==> config.mk <==
export PLATFORM = sky130hd
export DESIGN_NAME = stream_merge_2to1_rr
export DESIGN_NICKNAME = d
export VERILOG_FILES = /design/src/rtl/stream_merge_2to1_rr.sv
export SDC_FILE = /design/constraint.sdc
export NUM_CORES = 1
export LEC_CHECK = 0
export CAP_MARGIN = 20
export CORE_MARGIN = 1
export CORE_UTILIZATION = 25
export DETAILED_ROUTE_END_ITERATION = 8
export GPL_ROUTABILITY_DRIVEN = 0
export GPL_TIMING_DRIVEN = 1
export PLACE_DENSITY = 0.55
export REMOVE_ABC_BUFFERS = 1
export SETUP_SLACK_MARGIN = 0.4
export SLEW_MARGIN = 10
export SYNTH_ARGS = -nofsm -noshare
export SYNTH_HDL_FRONTEND = slang
export SYNTH_SLANG_ARGS = --single-unit
export TNS_END_PERCENT = 20
==> constraint.sdc <==
create_clock -name clk_in -period 2 [get_ports clk_in]
set_input_delay 0.4 -clock clk_in [delete_from_list [all_inputs] [get_ports clk_in]]
set_output_delay 0.4 -clock clk_in [all_outputs]
set_load 0.02 [all_outputs]
==> src/rtl/stream_merge_2to1_rr.sv <==
// ============================================================================
// stream_merge_2to1_rr
// ----------------------------------------------------------------------------
// Two-input, one-output packet stream merger. It recombines two valid/ready
// streams into a single registered output stream and is the counterpart of
// the 1-to-2 demux stage.
//
// Arbitration is round-robin and happens per packet, not per beat. Once a
// channel wins, it stays locked until the last beat of its packet has been
// accepted. This guarantees that beats from different packets never
// interleave on the output.
//
// Ports
//   clk_in        : clock; all state changes on the rising edge
//   rst_n_in      : synchronous, active-low reset
//   s0_data_in    : channel 0 payload (DATA_W bits)
//   s0_valid_in   : channel 0 beat valid
//   s0_last_in    : channel 0 final beat of packet
//   s0_ready_out  : channel 0 accept strobe (beat taken when high with valid)
//   s1_data_in    : channel 1 payload (DATA_W bits)
//   s1_valid_in   : channel 1 beat valid
//   s1_last_in    : channel 1 final beat of packet
//   s1_ready_out  : channel 1 accept strobe
//   m_data_out    : merged payload, registered
//   m_valid_out   : merged beat valid, registered
//   m_last_out    : merged last flag, registered
//   m_src_out     : source channel of the current output beat, registered
//   m_ready_in    : downstream accepts the current output beat
//
// Latency is one cycle from input accept to m_valid_out. Sustained
// throughput is one beat per cycle while m_ready_in stays high.
// ============================================================================
module stream_merge_2to1_rr #(
    parameter int DATA_W = 8
) (
    input  logic              clk_in,
    input  logic              rst_n_in,

    input  logic [DATA_W-1:0] s0_data_in,
    input  logic              s0_valid_in,
    input  logic              s0_last_in,
    output logic              s0_ready_out,

    input  logic [DATA_W-1:0] s1_data_in,
    input  logic              s1_valid_in,
    input  logic              s1_last_in,
    output logic              s1_ready_out,

    output logic [DATA_W-1:0] m_data_out,
    output logic              m_valid_out,
    output logic              m_last_out,
    output logic              m_src_out,
    input  logic              m_ready_in
);

    // IDLE  : no packet is open, so the next grant comes from arbitration.
    // LOCK0 : a channel-0 packet is in progress; only channel 0 is served.
    // LOCK1 : a channel-1 packet is in progress; only channel 1 is served.
    typedef enum logic [1:0] {
        IDLE  = 2'd0,
        LOCK0 = 2'd1,
        LOCK1 = 2'd2
    } state_t;

    state_t            state;
    logic              rr_ptr;     // channel favoured when both request in IDLE

    logic              ld;         // output register may take a new beat
    logic              grant_vld;  // some channel holds the grant this cycle
    logic              grant_ch;   // which channel holds it
    logic              acc0;
    logic              acc1;
    logic              acc;
    logic [DATA_W-1:0] acc_data;
    logic              acc_last;

    // The output register can load when it is empty, or when its current
    // beat leaves this cycle. The second case is what allows back-to-back
    // beats with no bubble.
    assign ld = !m_valid_out || m_ready_in;

    // Grant selection.
    // A locked state forces the grant to the owning channel, whatever the
    // other channel is doing. In IDLE, a lone requester always wins; rr_ptr
    // only breaks ties.
    always_comb begin
        grant_vld = 1'b0;
        grant_ch  = 1'b0;
        case (state)
            IDLE: begin
                if (s0_valid_in && s1_valid_in) begin
                    grant_vld = 1'b1;
                    grant_ch  = rr_ptr;
                end else if (s0_valid_in) begin
                    grant_vld = 1'b1;
                    grant_ch  = 1'b0;
                end else if (s1_valid_in) begin
                    grant_vld = 1'b1;
                    grant_ch  = 1'b1;
                end
            end
            LOCK0: begin
                grant_vld = 1'b1;
                grant_ch  = 1'b0;
            end
            LOCK1: begin
                grant_vld = 1'b1;
                grant_ch  = 1'b1;
            end
            default: begin
                grant_vld = 1'b0;
                grant_ch  = 1'b0;
            end
        endcase
    end

    // Ready strobes.
    // Both readies are gated with the reset input. Because reset is
    // synchronous, the upstream would otherwise see a live handshake in a
    // cycle whose state update is about to be discarded by the reset edge.
    assign s0_ready_out = rst_n_in && ld && grant_vld && !grant_ch;
    assign s1_ready_out = rst_n_in && ld && grant_vld &&  grant_ch;

    assign acc0     = s0_valid_in && s0_ready_out;
    assign acc1     = s1_valid_in && s1_ready_out;
    assign acc      = acc0 || acc1;
    assign acc_data = grant_ch ? s1_data_in : s0_data_in;
    assign acc_last = grant_ch ? s1_last_in : s0_last_in;

    // Packet FSM, round-robin pointer and output register.
    //
    // Nothing changes while ld is low (output stalled). This is why
    // backpressure freezes the lock state as well as the output beat.
    //
    // rr_ptr moves only when a packet closes, so the fairness unit is the
    // packet. The pointer then favours the channel that was not just served.
    always_ff @(posedge clk_in) begin
        if (!rst_n_in) begin
            state       <= IDLE;
            rr_ptr      <= 1'b0;
            m_data_out  <= '0;
            m_valid_out <= 1'b0;
            m_last_out  <= 1'b0;
            m_src_out   <= 1'b0;
        end else if (ld) begin
            if (acc) begin
                m_data_out  <= acc_data;
                m_last_out  <= acc_last;
                m_src_out   <= grant_ch;
                m_valid_out <= 1'b1;
                if (acc_last) begin
                    state  <= IDLE;
                    rr_ptr <= ~grant_ch;
                end else begin
                    state  <= grant_ch ? LOCK1 : LOCK0;
                end
            end else begin
                m_valid_out <= 1'b0;
            end
        end
    end

endmodule

# Word level (Yosys, flattened, before mapping)
# Index checks and enable logic that the tools add are counted.
[op_classes]
n_reduce_logical = 15
n_mux = 12
bitwise_logic = 1
n_eq_ne = 2
[op_table]
columns = ["op", "n"]
rows = [
  ["$mux W8", 1],
  ["$logic_and A1 B1 Y1", 7],
  ["$mux W1", 7],
  ["$mux W2", 2],
  ["$pmux W1 S2", 2],
  ["$reduce_and A3 Y1", 1],
  ["$eq A2 B1 Y1 const B", 1],
  ["$eq A2 B2 Y1 const B", 1],
  ["$logic_not A1 Y1", 2],
  ["$logic_not A2 Y1", 1],
  ["$logic_or A1 B1 Y1", 2],
  ["$reduce_and A2 Y1", 1],
  ["$reduce_or A2 Y1", 1],
  ["$not A1 Y1", 1],
]
[word_totals]
output_inout_bits = 13
input_bits = 23
regBits = 14
word_cells = 36

# Logic depth before layout (Yosys ltp)
# Gate-level depths: netlist of the first run.
[depth]
ltp_word = 9
ltp_mapped = 7
ltp_nobuf = 6

# Least setup slack after synthesis of the first run
# OpenSTA, ideal clock, no wires.
[synth_path]
path_kind = "flip-flop to output port"
start = "register state[0]"
end = "output s1_ready_out"
n_path_buf = 1
t_required_ns = 1.600
path_stages_with_launch = 6
arrival_time_ns = 1.288
slack_ns = 0.312
path_cell_list = "dfxtp_1 -> inv_1 -> ha_1 -> a31oi_4 -> buf_4 -> nor2_1"
[synth_via]
elab_chain_len = 5
[synth_rtl]
columns = ["element", "line", "rtl"]
rows = [
  ["from (decl)", "65", "state_t state;"],
  ["from (signal assigned)", "155", "state <= grant_ch ? LOCK1 : LOCK0;"],
  ["$eq A2 B2 Y1 / $eq A2 B1 Y1 (equally long branches)", "89", "case (state)"],
  ["$reduce_or A2 Y1 (no source line)", "-", ""],
  ["$pmux W1 S2", "89", ""],
  ["$logic_and A1 B1 Y1", "122", "assign s1_ready_out = rst_n_in && ld && grant_vld && grant_ch;"],
  ["$logic_and A1 B1 Y1 (*)", "122", ""],
  ["to (decl)", "47", "output logic s1_ready_out,"],
]
# Every way passes the cells marked *; elsewhere a longest branch is shown, timed or not.

# Worst setup path in the final report of the first run
# Same ends and word-level chain as after synthesis.

==> results of run 1 <==
==> per-stage QoR <==
| stage | power, mW | instances |
|---|---|---|
| floorplan | 0.4654 | 79 |
| global placement | 0.6323 | 165 |
| detailed placement | 0.6361 | 165 |
| CTS | 0.8654 | 173 |
| global route | 0.9409 | 176 |
| finish | 0.8788 | 176 |
==> cells in the final DEF (no fill, tap or decap), drive strengths merged, types with 4 or more instances in the layout <==
master and count:
mux2i 9, dfxtp 14, dlygate4sd2 4, o21ai 4, a21oi 11, inv 4
a211oi 10, clkdlybuf4s50 27, buf 29, clkbuf 4
==> registers in the layout, indices dropped and copies added, names as in the netlist <==
register / count
m_data_out: 8
state: 2
m_last_out: 1
m_src_out: 1
m_valid_out: 1
rr_ptr: 1
==> how the worst min path moves through the flow <==
| stage | from | to | slack (ps) | cells after the start |
|---|---|---|---|---|
| 3_5_place_dp | m_src_out | m_src_out | 450 | 2 |
| 2_1_floorplan | state[0] | state[0] | 470 | 2 |
| 3_3_place_gp | m_src_out | m_src_out | 450 | 2 |
| 5_1_grt | m_src_out | m_src_out | 520 | 2 |
| 4_1_cts | m_src_out | m_src_out | 470 | 2 |
| 6_report | m_src_out | m_src_out | 490 | 2 |
==> worst max-delay path, delay by kind of cell, from the launching register on <==
family                   cells  cell delay [ps]
AO/OA/AOI/OAI                1              150
adder cells (fa/ha/maj)      1              170
buffers and inverters        3              310
flip-flops                   1              390
AND/OR/NAND/NOR              1               60
==> power breakdown <==
part	internal (mW)	total, mW	switching [mW]
clock network	0.111	0.203	0.0928
registers	0.303	0.319	0.0163
logic	0.198	0.356	0.158
==> metal layers <==
layer | vias to the layer above | GRT usage (%)
met5 | - | 0
met4 | 0 | 7.143
met3 | 2 | 1.786
met2 | 20 | 26.60
met1 | 403 | 19.59
li1 | 443 | -
==> kinds of logic after synthesis <==
kind of cell             count (synthesis)
AND/OR/NAND/NOR                         13
buffers and inverters                    9
multiplexers                             9
flip-flops                              14
adder cells (fa/ha/maj)                  3
AO/OA/AOI/OAI                           36
==> layout make-up <==
type	instances	share of cell area, %
inverter	4	1.342
timing repair buffer	62	38.00
sequential	14	19.30
multi-input combinational	61	36.33
tap	31	2.601
clock buffer	4	2.433
==> what timing repair did <==
item                                    4_1_cts  5_1_grt
buffers inserted                              4        3
gates cloned                                  0        0
pin swaps                                     7        6
gates resized for setup                      41        7
endpoints found under the setup margin       27       26
==> impl_results.md, run 1 <==
- Req. time, crit path: 1600 ps
- Max_slew headroom: 65.97%
- Met2 wire len: 1227 um
- # nets final: 172
- R2R cell count: 8
- Fraction of registers with async set or reset after synthesis: 0%
- Pwr dens: 589.3 nW/um^2
- Setup WS post-layout: 242.9 ps
- Final setup fails: 0
- Slew Viols, Final: 0
- Post-synth top cells: 14 x dfxtp_1, 11 x a21oi_1, 10 x a211oi_1
- Setup slack, reg-to-reg: 250 ps
- Place WS: -560.8 ps
- Leading cell type by number of instances after synthesis: dfxtp_1
- Minimum clock period after layout: 1757 ps
- Routed WL: 2456 um
- # fillers: 267
- Cell Area, Synth: 782.0 um^2
- Longest Clk Path Bufs: 2
- Setup Skew: 3.865 ps
- EDFF count, synth: 0
- Pin count of the biggest net entering global routing: 13
- Core Footprint: 2853 um^2
- Largest area contributor in the netlist: dfxtp_1
- Main combinational cell family by area after synthesis: compound AO/OA/AOI/OAI gates
- Failing checks: design-rule violations
- Complex-gate fraction of the synthesized area: 32.64%
- Initial Utilization: 27.41%
- Synth Area in Simple Gates: 9.920%
- WL per Instance: 13.95 um
- Vias/cell: 4.932
- Fin Hold WS: 487.5 ps
- DR top layer: met4
- Area delta synth->final: 90.72%
- Setup TNS Final: 0 ps
- Hold Vio Cnt, Final: 0
- Multi-input logic area: 541.8 um^2
- Post-Syn Instances: 84
- Fraction of layout instances using a drive strength above 1: 34.48%
- Clk Latency, worst-skew pair: 270 ps
- Fin area: 1491 um^2
- Maxcap violations: 0
- Fin util: 52.28%
- Maximum clock frequency: 569.1 MHz
- Setup CP Type: register to output port
- Initial DRC count: 9
- CP max stage delay: 390 ps
- Post-CTS Hold Buffers: 0
- Largest fanout on the critical path: 4
- Register area share after synthesis: 35.84%
- Post-synthesis mux area share: 11.52%
- Crit path launch: state[0]
- Setup crit end: s1_ready_out
- Crit-path cells: inv_4 > ha_4 > buf_6 > a31oi_4 > nor2_1 > buf_4
- Register Area: 287.8 um^2
- DR DRC count: 2
- Root Driver: clkbuf_4
- Detail Placement HPWL: 1692 um
- Crit. End Element: output port
- Warnings, synthesis: 0
- Xor/xnor share of the synthesized area: 0%
- RSZ-0062 raised after global routing: yes
- Leak: 0.6485 nW
- PortBufs: 35
- Ant. Diodes: 0
- Area share of the largest cell type after synthesis: 35.84%
- Total grt overflow: 0
- CTS buffer count: 3
- CP arrival: 1360 ps
- Initial antenna violation count: 0
- Slew @ Worst Pin: 508.2 ps
- Metal3 WL: 77 um
- Vias in the first global route: 838
- Adder-cell area share of the yosys netlist: 4.800%
- Final ANT Viol Nets: 0
- Avg Cell Area, Syn: 9.310 um^2
- Top FF cell, synth: dfxtp_1
- Status: finished with violations
- Synth Register Bits: 14
- Via Count: 868
- Final worst-path cycle share: 87.86%
- CTS sink cnt: 14
- CTS clk-pin slew, worst paths: 90 ps
- Peak VDD IR: 293.8 uV
- Total GRT Usage: 15.58%
- Number of cell rows: 19
- HP Class: register to register
- Ranking of synthesized cells by area: dfxtp_1 36%, mux2i_1 12%, a211oi_1 9.6%
- Crit path max-delay cell type: dfxtp_4
- DRT Pass-1 Iters: 6
- First-pass GRT wire length: 3974 um
- # H-tree levels: 1
- Startpoint types: register
- I/O pin count: 36
- CTS tree: done
- Placed inst area: 1295 um^2
- RR Endpoint: state[0]
- Yosys cell types: 27
- Metal1 wirelength: 1124 um
- R2R Path Start: state[0]
- Chip height: 57.93 um
- Die ar.: 3356 um^2
- DIE WIDTH: 57.93 um
(Power assumes the default switching activity.)
==> run 2: changes to the inputs <==
--- a/config.mk
+++ b/config.mk
@@ -5,13 +5,12 @@
 export SDC_FILE = /design/constraint.sdc
 export NUM_CORES = 1
 export LEC_CHECK = 0
-export CAP_MARGIN = 20
 export CORE_MARGIN = 1
 export CORE_UTILIZATION = 25
 export DETAILED_ROUTE_END_ITERATION = 8
 export GPL_ROUTABILITY_DRIVEN = 0
 export GPL_TIMING_DRIVEN = 1
-export PLACE_DENSITY = 0.55
+export PLACE_DENSITY = 0.57
 export REMOVE_ABC_BUFFERS = 1
 export SETUP_SLACK_MARGIN = 0.4
 export SLEW_MARGIN = 10
==> run 2 against run 1 <==
Effect of this change: clock-buffer cell count shrank 1; sequential cell count is the same; the flow still finishes with violations (design-rule violations); highest routed layer unchanged; via count grew 3.6%; sequential share of layout area grew 0.29 points; largest cell class unchanged; utilization shrank 1.4 points; hold slack lost 19 ps; non-clock buffer count shrank 1; register-to-register slack gained 30 ps; clock power shrank 23%; critical endpoint unchanged; critical path depth is the same; sequential power is essentially flat.
==> impl_results.md, run 2 (same netlist as run 1, synthesis figures left out) <==
- Chip height: 57.93 um (unchanged)
- R2R cell count: 7 (was 8)
- Initial Utilization: 27.41% (unchanged)
- CP max stage delay: 360 ps (was 390 ps)
- Total grt overflow: 0 (unchanged)
- Largest regs: m_data_out: 8 flops, state: 2 flops (unchanged)
- HP Start: m_src_out (unchanged)
- RR Endpoint: state[0] (unchanged)
- WL per Instance: 14.05 um (was 13.95 um)
- DR DRC count: 1 (was 2)
- Most common cell after layout, fill and taps aside: clkdlybuf4s50_1 (unchanged)
- Total GRT Usage: 14.93% (was 15.58%)
- Setup slack, reg-to-reg: 280 ps (was 250 ps)
- CTS clk-pin slew, worst paths: 80 ps (was 90 ps)
- Final ANT Viol Nets: 0 (unchanged)
- Crit. End Element: output port (unchanged)
- Via Count: 899 (was 868)
- Routed WL: 2444 um (was 2456 um)
- R2R Path Start: state[0] (unchanged)
- Leak: 0.6012 nW (was 0.6485 nW)
- Setup Skew: 2.468 ps (was 3.865 ps)
- Fin Hold WS: 468.4 ps (was 487.5 ps)
- CP arrival: 1360 ps (about the same)
- CTS buffer count: 3 (unchanged)
- Number of flip-flops in the largest register: 8 (unchanged)
- Initial antenna violation count: 0 (unchanged)
- Maxcap violations: 0 (unchanged)
- Hold Vio Cnt, Final: 0 (unchanged)
- Slew @ Worst Pin: 324.5 ps (was 508.2 ps)
- Ant. Diodes: 0 (unchanged)
- Placed inst area: 1287 um^2 (was 1295 um^2)
- Root Driver: clkbuf_4 (unchanged)
- Clk Latency, worst-skew pair: 280 ps (was 270 ps)
- DRT Pass-1 Iters: 6 (unchanged)
- Number of cell rows: 19 (unchanged)
- Total power: 833.2 uW (was 878.8 uW)
- RSZ-0062 raised after global routing: yes (unchanged)
- Vias/cell: 5.167 (was 4.932)
- CTS sink cnt: 14 (unchanged)
- HP Class: register to register (unchanged)
- # nets final: 171 (was 172)
- Maximum clock frequency: 568.3 MHz (was 569.1 MHz)
- Most frequent cells in the layout: 29 x clkdlybuf4s50_1, 24 x buf_4, 11 x dfxtp_1, 10 x a21oi_1, 9 x mux2i_1 (was 27 x clkdlybuf4s50_1, 25 x buf_4, 12 x dfxtp_1, 10 x a21oi_1, 10 x a211oi_1)
- Startpoint types: register (unchanged)
- DIE WIDTH: 57.93 um (unchanged)
- Crit path max-delay cell type: dfxtp_2 (was dfxtp_4)
- Req. time, crit path: 1600 ps (about the same)
- Top reg by flops: m_data_out (unchanged)
- # H-tree levels: 1 (unchanged)
- Detail Placement HPWL: 1711 um (was 1692 um)
- Setup crit end: s1_ready_out (unchanged)
- Status: finished with violations (unchanged)
- Die ar.: 3356 um^2 (unchanged)
- Pwr dens: 574.6 nW/um^2 (was 589.3 nW/um^2)
- Fin util: 50.83% (was 52.28%)
- CTS tree: done (unchanged)
- Fin area: 1450 um^2 (was 1491 um^2)
- I/O pin count: 36 (unchanged)
- Final worst-path cycle share: 87.99% (was 87.86%)
- Core Footprint: 2853 um^2 (unchanged)
- Crit-path cells: inv_2 > ha_4 > buf_6 > a31oi_4 > nor2_1 > buf_4 (was inv_4 > ha_4 > buf_6 > a31oi_4 > nor2_1 > buf_4)
- Final setup fails: 0 (unchanged)
- Initial DRC count: 25 (was 9)
- Max_slew headroom: 78.27% (was 65.97%)
- PortBufs: 35 (unchanged)
- Vias in the first global route: 880 (was 838)
- Setup CP Type: register to output port (unchanged)
- Crit path launch: state[1] (was state[0])
- Slew Viols, Final: 0 (unchanged)
- Peak VDD IR: 228.7 uV (was 293.8 uV)
- Minimum clock period after layout: 1760 ps (was 1757 ps)
- Area delta synth->final: 85.44% (was 90.72%)
- Largest fanout on the critical path: 4 (unchanged)
- Failing checks: design-rule violations (unchanged)
- Fraction of layout instances using a drive strength above 1: 36.36% (was 34.48%)
- Pin count of the biggest net entering global routing: 13 (unchanged)
- Longest Clk Path Bufs: 2 (unchanged)
- First-pass GRT wire length: 3712 um (was 3974 um)
## run 2: stage by stage
stage	instances	worst slack, ps	TNS, ps
6_report	174	240.2	0
5_1_grt	174	177.8	0
4_1_cts	174	221.9	0
3_5_place_dp	164	-425.6	-1443
3_3_place_gp	164	-371.5	-1103
2_1_floorplan	79	333.7	0
## run 2: cell type report
| class | instances | area [um^2] |
|---|---|---|
| timing repair buffer | 61 | 554.3 |
| inverter | 4 | 15.01 |
| fill | 261 | 1403 |
| clock buffer | 3 | 22.52 |
| multi-input combinational | 61 | 535.5 |
| sequential | 14 | 284.0 |
| tap | 31 | 38.79 |
## run 2: worst min path at each step
stage | to | slack, ps | cells after the start
floorplan | state[0] | 470 | 2
global placement | m_src_out | 450 | 2
detailed placement | m_src_out | 450 | 2
CTS | m_src_out | 460 | 2
global route | m_src_out | 520 | 2
finish | m_src_out | 470 | 2
## run 2: power by group
part	internal, mW	switching [mW]	total, mW	leakage (nW)
Combinational	0.198	0.158	0.356	0.471
Sequential	0.305	0.0152	0.320	0.117
Clock	0.0699	0.0871	0.157	0.0138
Total	0.573	0.260	0.833	0.601
## run 2: worst max-delay path, delay by kind of cell (launching register included)
kind | cells | cell delay (ps)
DFF | 1 | 360
buffers and inverters | 3 | 320
adders and majority gates | 1 | 170
AOI/OAI and AO/OA | 1 | 170
and+or+nand+nor | 1 | 50
## run 2: what timing repair did
item,4_1_cts,5_1_grt
endpoints found under the setup margin,27,26
buffers inserted,7,0
hold buffers,0,0
resized for setup,36,8
pin swaps,6,5
## run 2: per-layer routing
| layer | vias to the layer above | wire length (um) | GRT usage [%] |
|---|---|---|---|
| met2 | 33 | 1160 | 24.96 |
| met4 | 0 | 75 | 11.56 |
| met5 | - | 0 | 0 |
| li1 | 437 | - | - |
| met1 | 421 | 1092 | 16.85 |
| met3 | 8 | 116 | 2.455 |
==> RTL edit 1, RTL diff (settings of run 1) <==
Encoding of `state_t`: now one-hot (3 bits for 3 states).
--- a/src/rtl/stream_merge_2to1_rr.sv
+++ b/src/rtl/stream_merge_2to1_rr.sv
@@ -58,6 +58,6 @@
     // LOCK1 : a channel-1 packet is in progress; only channel 1 is served.
-    typedef enum logic [1:0] {
-        IDLE  = 2'd0,
-        LOCK0 = 2'd1,
-        LOCK1 = 2'd2
+    typedef enum logic [2:0] {
+        IDLE  = 3'b001,
+        LOCK0 = 3'b010,
+        LOCK1 = 3'b100
     } state_t;
Function: no difference found for any inputs over 10 cycles, from zero or initial values and one cycle with rst_n_in low; not proved beyond that.
==> RTL edit 1 against run 1 <==
The run still ends with design-rule violations left; die area is 51% higher; power is 120% higher; sequential cell count is 1 higher; area after synthesis is 53% higher; clock power is 30% higher; sequential share of layout area is 3.3 points lower; largest cell class is now multi-input combinational cells; count of clock-buffer cells in the layout stayed put; wire length is 61% higher; core utilization is 9.1 points lower; cell count is 39% higher; critical endpoint unchanged; design area is 30% higher; setup slack worse by 0.033 ns; largest power group unchanged.
==> RTL edit 1: results (changes against run 1) <==
qor: status.outcome finished, violations left [unchanged]
qor: status.violations design-rule violations [unchanged]
qor: critical_path.cp_top_family simple AND/OR/NAND/NOR gates [was flip-flops]
qor: grt.vias_in_the_first_global_route 1356 [was 838]
qor: critical_path.r2r_end rr_ptr$_SDFFE_PN0P_ [was state[0]$_SDFFE_PN0P_]
qor: layout.nNetsFinal 216 [was 172]
qor: layout.layout_cells_sized_above_1 29.17% [was 34.48%]
qor: placement.pre_cts_slack -0.5909 ns [was -0.5608 ns]
qor: timing.worstMarginPinSlew 0.4445 ns [was 0.5082 ns]
qor: routing.detailed_route_wire_length_on_metal_1 1.788 mm [was 1.124 mm]
qor: layout.nFillCells 435 [was 267]
qor: power_and_ir_drop.total_leakage_power 0.7872 nW [was 0.6485 nW]
qor: critical_path.critPathMaxStageDelay 0.35 ns [was 0.39 ns]
qor: clocking.clk_root_buffer_cell sky130_fd_sc_hd__clkbuf_8 [was sky130_fd_sc_hd__clkbuf_4]
qor: yosys.synth_area_leaders sky130_fd_sc_hd__dfxtp_1 (25%), sky130_fd_sc_hd__mux2i_1 (10%), sky130_fd_sc_hd__a311o_1 (7.5%) [was sky130_fd_sc_hd__dfxtp_1 (36%), sky130_fd_sc_hd__mux2i_1 (12%), sky130_fd_sc_hd__a211oi_1 (9.6%)]
qor: clocking.post_cts_clock_slew_at_the_launch_and_capture_registers_of_the_worst_setup_and_hold_paths 0.07 ns [was 0.09 ns]
qor: routing.route.detailed.wl_per_inst 16.18 um [was 13.95 um]
qor: critical_path.worst_ep_arrival_time 1.39 ns [was 1.36 ns]
qor: routing.routed-via-count 1327 [was 868]
qor: layout.biggestRegsByFlops m_data_out x8, state x3 [was m_data_out x8, state x2]
qor: placement.placed_area 1735 um^2 [was 1295 um^2]
qor: grt.wire_length_of_the_first_global_routing_pass 6.444 mm [was 3.974 mm]
qor: placement.final_hpwl_from_detailed_placement 2.740 mm [was 1.692 mm]
qor: routing.drc 6 [was 2]
qor: grt.met1_track_demand_over_resource_in_global_routing 20.36% [was 19.59%]
qor: yosys.synth_top_cells_by_count sky130_fd_sc_hd__dfxtp_1 (15), sky130_fd_sc_hd__nand2_1 (13), sky130_fd_sc_hd__mux2i_1 (12) [was sky130_fd_sc_hd__dfxtp_1 (14), sky130_fd_sc_hd__a21oi_1 (11), sky130_fd_sc_hd__a211oi_1 (10)]
qor: yosys.seq_area_frac_synth 25.16% [was 35.84%]
qor: yosys.synth.lib_cells_used.distinct 37 [was 27]
qor: grt.global_route.usage.total 16.16% [was 15.58%]
qor: grt.grt.met2_usage 27.67% [was 26.60%]
qor: critical_path.reg2reg_from state[0]$_SDFFE_PN1P_ [was state[0]$_SDFFE_PN0P_]
qor: min_path.hp-start m_last_out$_SDFFE_PN0P_ [was m_src_out$_SDFFE_PN0P_]
qor: min_path.hold-path-endpoint m_last_out$_SDFFE_PN0P_ [was m_src_out$_SDFFE_PN0P_]
qor: clocking.clock_latency 0.26 ns
-- RTL edit 1: final cells by class --
type / instances / area, um^2 / share of cell area, %
well taps: 52 / 65.06 / 3.366
multi-input cells: 103 / 873.3 / 45.18
repair buffers: 68 / 633.1 / 32.75
clock buffers: 4 / 45.04 / 2.330
flip-flops and latches: 15 / 309.0 / 15.99
inverters: 2 / 7.507 / 0.3884
-- RTL edit 1: logic make-up (layout without fill, tap and decap cells) --
group,Yosys count,in the layout,synth area share [%]
compound gates,30,30,23.38
flops,15,15,25.16
mux,12,12,10.06
buf+inv,16,74,6.812
simple gates,61,61,34.59
-- RTL edit 1: per-stage QoR --
stage,power [mW],hold slack [ns],std cells
finish,1.926,0.4635,244
global route,2.041,0.4849,244
CTS,1.836,0.4707,240
detailed placement,1.469,0.4584,232
global placement,1.440,0.4478,232
floorplan,0.9644,0.5349,120
-- RTL edit 1: worst max-delay path by stage --
stage	start	endpoint
floorplan	s0_valid_in	s0_ready_out
global placement	s1_valid_in	s1_ready_out
detailed placement	s1_valid_in	s1_ready_out
CTS	state[0]$_SDFFE_PN1P_	s1_ready_out
global route	state[1]$_SDFFE_PN0P_	s1_ready_out
finish	state[1]$_SDFFE_PN0P_	s1_ready_out
-- RTL edit 1: power by group --
part | internal (mW) | switching (mW) | leakage (nW)
combinational | 0.642 | 0.547 | 0.639
clock | 0.142 | 0.123 | 0.0228
sequential | 0.401 | 0.0719 | 0.125
total | 1.18 | 0.741 | 0.787
-- RTL edit 1: what timing repair did --
action                     in CTS  in global routing
buffers inserted                4                  4
setup endpoints to repair      22                 27
gates resized for setup        31                 12
pin swaps                       9                  5
hold buffers                    0                  0
gates cloned                    0                  0
==> RTL edit 2, RTL diff (settings of run 1) <==
Made on the original files. Change the parameter `DATA_W` from 8 to 12.
--- a/src/rtl/stream_merge_2to1_rr.sv
+++ b/src/rtl/stream_merge_2to1_rr.sv
@@ -33,3 +33,3 @@
 module stream_merge_2to1_rr #(
-    parameter int DATA_W = 8
+    parameter int DATA_W = 12
 ) (
Ports: changed (resized m_data_out, s0_data_in and s1_data_in); port bits go from 36 to 48. No check against the original RTL was run, so the function may have changed too.
==> RTL edit 2 against run 1 <==
Maximum frequency shrank 0.23%; sequential cell count grew 4; wire length grew 18%; hold slack gained 0.035 ns; area after synthesis grew 27%; design area grew 21%; critical path type unchanged; largest cell class is now multi-input combinational cells; setup slack lost 0.0040 ns; power grew 29%; via count grew 18%.
==> RTL edit 2: results (changes against run 1) <==
qor: yosys.synth.lib_cells_used.distinct 28 [was 27]
qor: clocking.post_cts_clock_slew_at_the_launch_and_capture_registers_of_the_worst_setup_and_hold_paths 0.07 ns [was 0.09 ns]
qor: layout.biggestRegsByFlops m_data_out x12, state x2 [was m_data_out x8, state x2]
qor: critical_path.critPathMaxStageDelay 0.37 ns [was 0.39 ns]
qor: clocking.clk_root_buffer_cell sky130_fd_sc_hd__clkbuf_8 [was sky130_fd_sc_hd__clkbuf_4]
qor: power_and_ir_drop.total_leakage_power 0.7321 nW [was 0.6485 nW]
qor: routing.wl_met3 118 um [was 77 um]
qor: status.outcome finished clean [was finished, violations left]
qor: routing.route.detailed.wl_per_inst 13.31 um [was 13.95 um]
qor: routing.initialDrtViolationCount 18 [was 9]
qor: layout.nNetsFinal 204 [was 172]
qor: yosys.seq_area_frac_synth 36.36% [was 35.84%]
qor: timing.timing.clock.skew 0.001366 ns [was 0.003865 ns]
qor: timing.relSlewSlack 77.57% [was 65.97%]
qor: power_and_ir_drop.p_int 798.8 uW [was 611.6 uW]
qor: layout.nFillCells 348 [was 267]
qor: grt.grt_max_degree 17 [was 13]
qor: placement.final_hpwl_from_detailed_placement 2.095 mm [was 1.692 mm]
qor: grt.vias_in_the_first_global_route 1007 [was 838]
qor: grt.global_route.usage.total 14.22% [was 15.58%]
qor: placement.place.port_buffers 47 [was 35]
qor: routing.detailed_route_wire_length_on_metal_1 1.266 mm [was 1.124 mm]
qor: routing.vias_per_cell 4.710 [was 4.932]
qor: layout.layout_cells_sized_above_1 31.95% [was 34.48%]
qor: yosys.synth_area_leaders sky130_fd_sc_hd__dfxtp_1 (36%), sky130_fd_sc_hd__mux2i_1 (13%), sky130_fd_sc_hd__a211oi_2 (7.6%) [was sky130_fd_sc_hd__dfxtp_1 (36%), sky130_fd_sc_hd__mux2i_1 (12%), sky130_fd_sc_hd__a211oi_1 (9.6%)]
qor: routing.dr_wl_met2 1.446 mm [was 1.227 mm]
qor: yosys.synth_top_cells_by_count sky130_fd_sc_hd__dfxtp_1 (18), sky130_fd_sc_hd__a21oi_1 (15), sky130_fd_sc_hd__mux2i_1 (13) [was sky130_fd_sc_hd__dfxtp_1 (14), sky130_fd_sc_hd__a21oi_1 (11), sky130_fd_sc_hd__a211oi_1 (10)]
qor: routing.router_iterations_before_antenna_repair 4 [was 6]
qor: clocking.clock_latency 0.25 ns [was 0.27 ns]
qor: grt.wire_length_of_the_first_global_routing_pass 4.478 mm [was 3.974 mm]
qor: power_and_ir_drop.ir_worst_vdd 0.0002443 V [was 0.0002938 V]
[RTL edit 2: cell types whose count changed after synthesis, sizes merged, moves of 3 or more]
cell	change
a21oi	+4
a211oi	+3
dfxtp	+4
mux2i	+4
[RTL edit 2: cell families (layout without fill, tap and decap cells)]
logic type               after synthesis  count (layout)  synth area share, %
AO/OA/AOI/OAI                         44              44                33.59
adder cells (fa/ha/maj)                3               3                3.788
buffers and inverters                  8              77                4.797
flip-flops                            18              18                36.36
multiplexers                          13              13                13.13
AND/OR/NAND/NOR                       14              14                8.334
[RTL edit 2: area by class of cell]
class	count	area, um^2	share of cell area (%)
multi-input cells	74	669.4	37.02
repair buffers	70	644.4	35.64
flip-flops and latches	18	367.9	20.35
well taps	48	60.06	3.322
clock buffers	4	55.05	3.045
inverters	3	11.26	0.6228
[RTL edit 2: layer usage]
layer	global-route usage (%)	vias up
met2	24.48	27
met4	8.889	0
met3	2.113	4
li1	-	524
met5	0	-
met1	16.28	467
[RTL edit 2: power by group through the flow]
stage / Clock [mW] / Sequential (mW) / Combinational (mW)
after floorplan: 0 / 0.455 / 0.157
after global placement: 0 / 0.419 / 0.397
after detailed placement: 0 / 0.420 / 0.403
after CTS: 0.304 / 0.413 / 0.431
after global routing: 0.320 / 0.416 / 0.459
final: 0.296 / 0.412 / 0.429
[RTL edit 2: worst paths after layout]
path,start,end,slack [ns],depth (start not counted)
worst max-delay path,state[0]$_SDFFE_PN0P_,s1_ready_out,0.24,6
worst min-delay path,m_last_out$_SDFFE_PN0P_,m_last_out$_SDFFE_PN0P_,0.52,2
worst max register to register,state[1]$_SDFFE_PN0P_,state[0]$_SDFFE_PN0P_,0.26,7
worst min register to register,m_last_out$_SDFFE_PN0P_,m_last_out$_SDFFE_PN0P_,0.52,2
[RTL edit 2: worst min-delay path: stages (launching register included)]
cell                       delay [ns]
sky130_fd_sc_hd__dfxtp_1         0.31
sky130_fd_sc_hd__a21oi_1         0.11
sky130_fd_sc_hd__a211oi_1        0.05
[RTL edit 2: metrics by stage]
stage / instance area [um^2] / utilization [%] / instances / setup WS (ns)
2_1_floorplan: 954.7 / - / 95 / 0.07153
3_3_place_gp: 1635 / 43.68 / 210 / -0.4451
3_5_place_dp: 1635 / 43.68 / 210 / -0.5025
4_1_cts: 1788 / 47.76 / 217 / 0.2565
5_1_grt: 1808 / 48.30 / 217 / 0.1930
6_report: 1808 / 48.30 / 217 / 0.2388
[RTL edit 2: timing repair]
| action | in CTS | in global routing |
|---|---|---|
| gates resized for setup | 40 | 4 |
| pin swaps | 3 | 1 |
| buffers inserted | 3 | 0 |
| setup endpoints to repair | 30 | 35 |
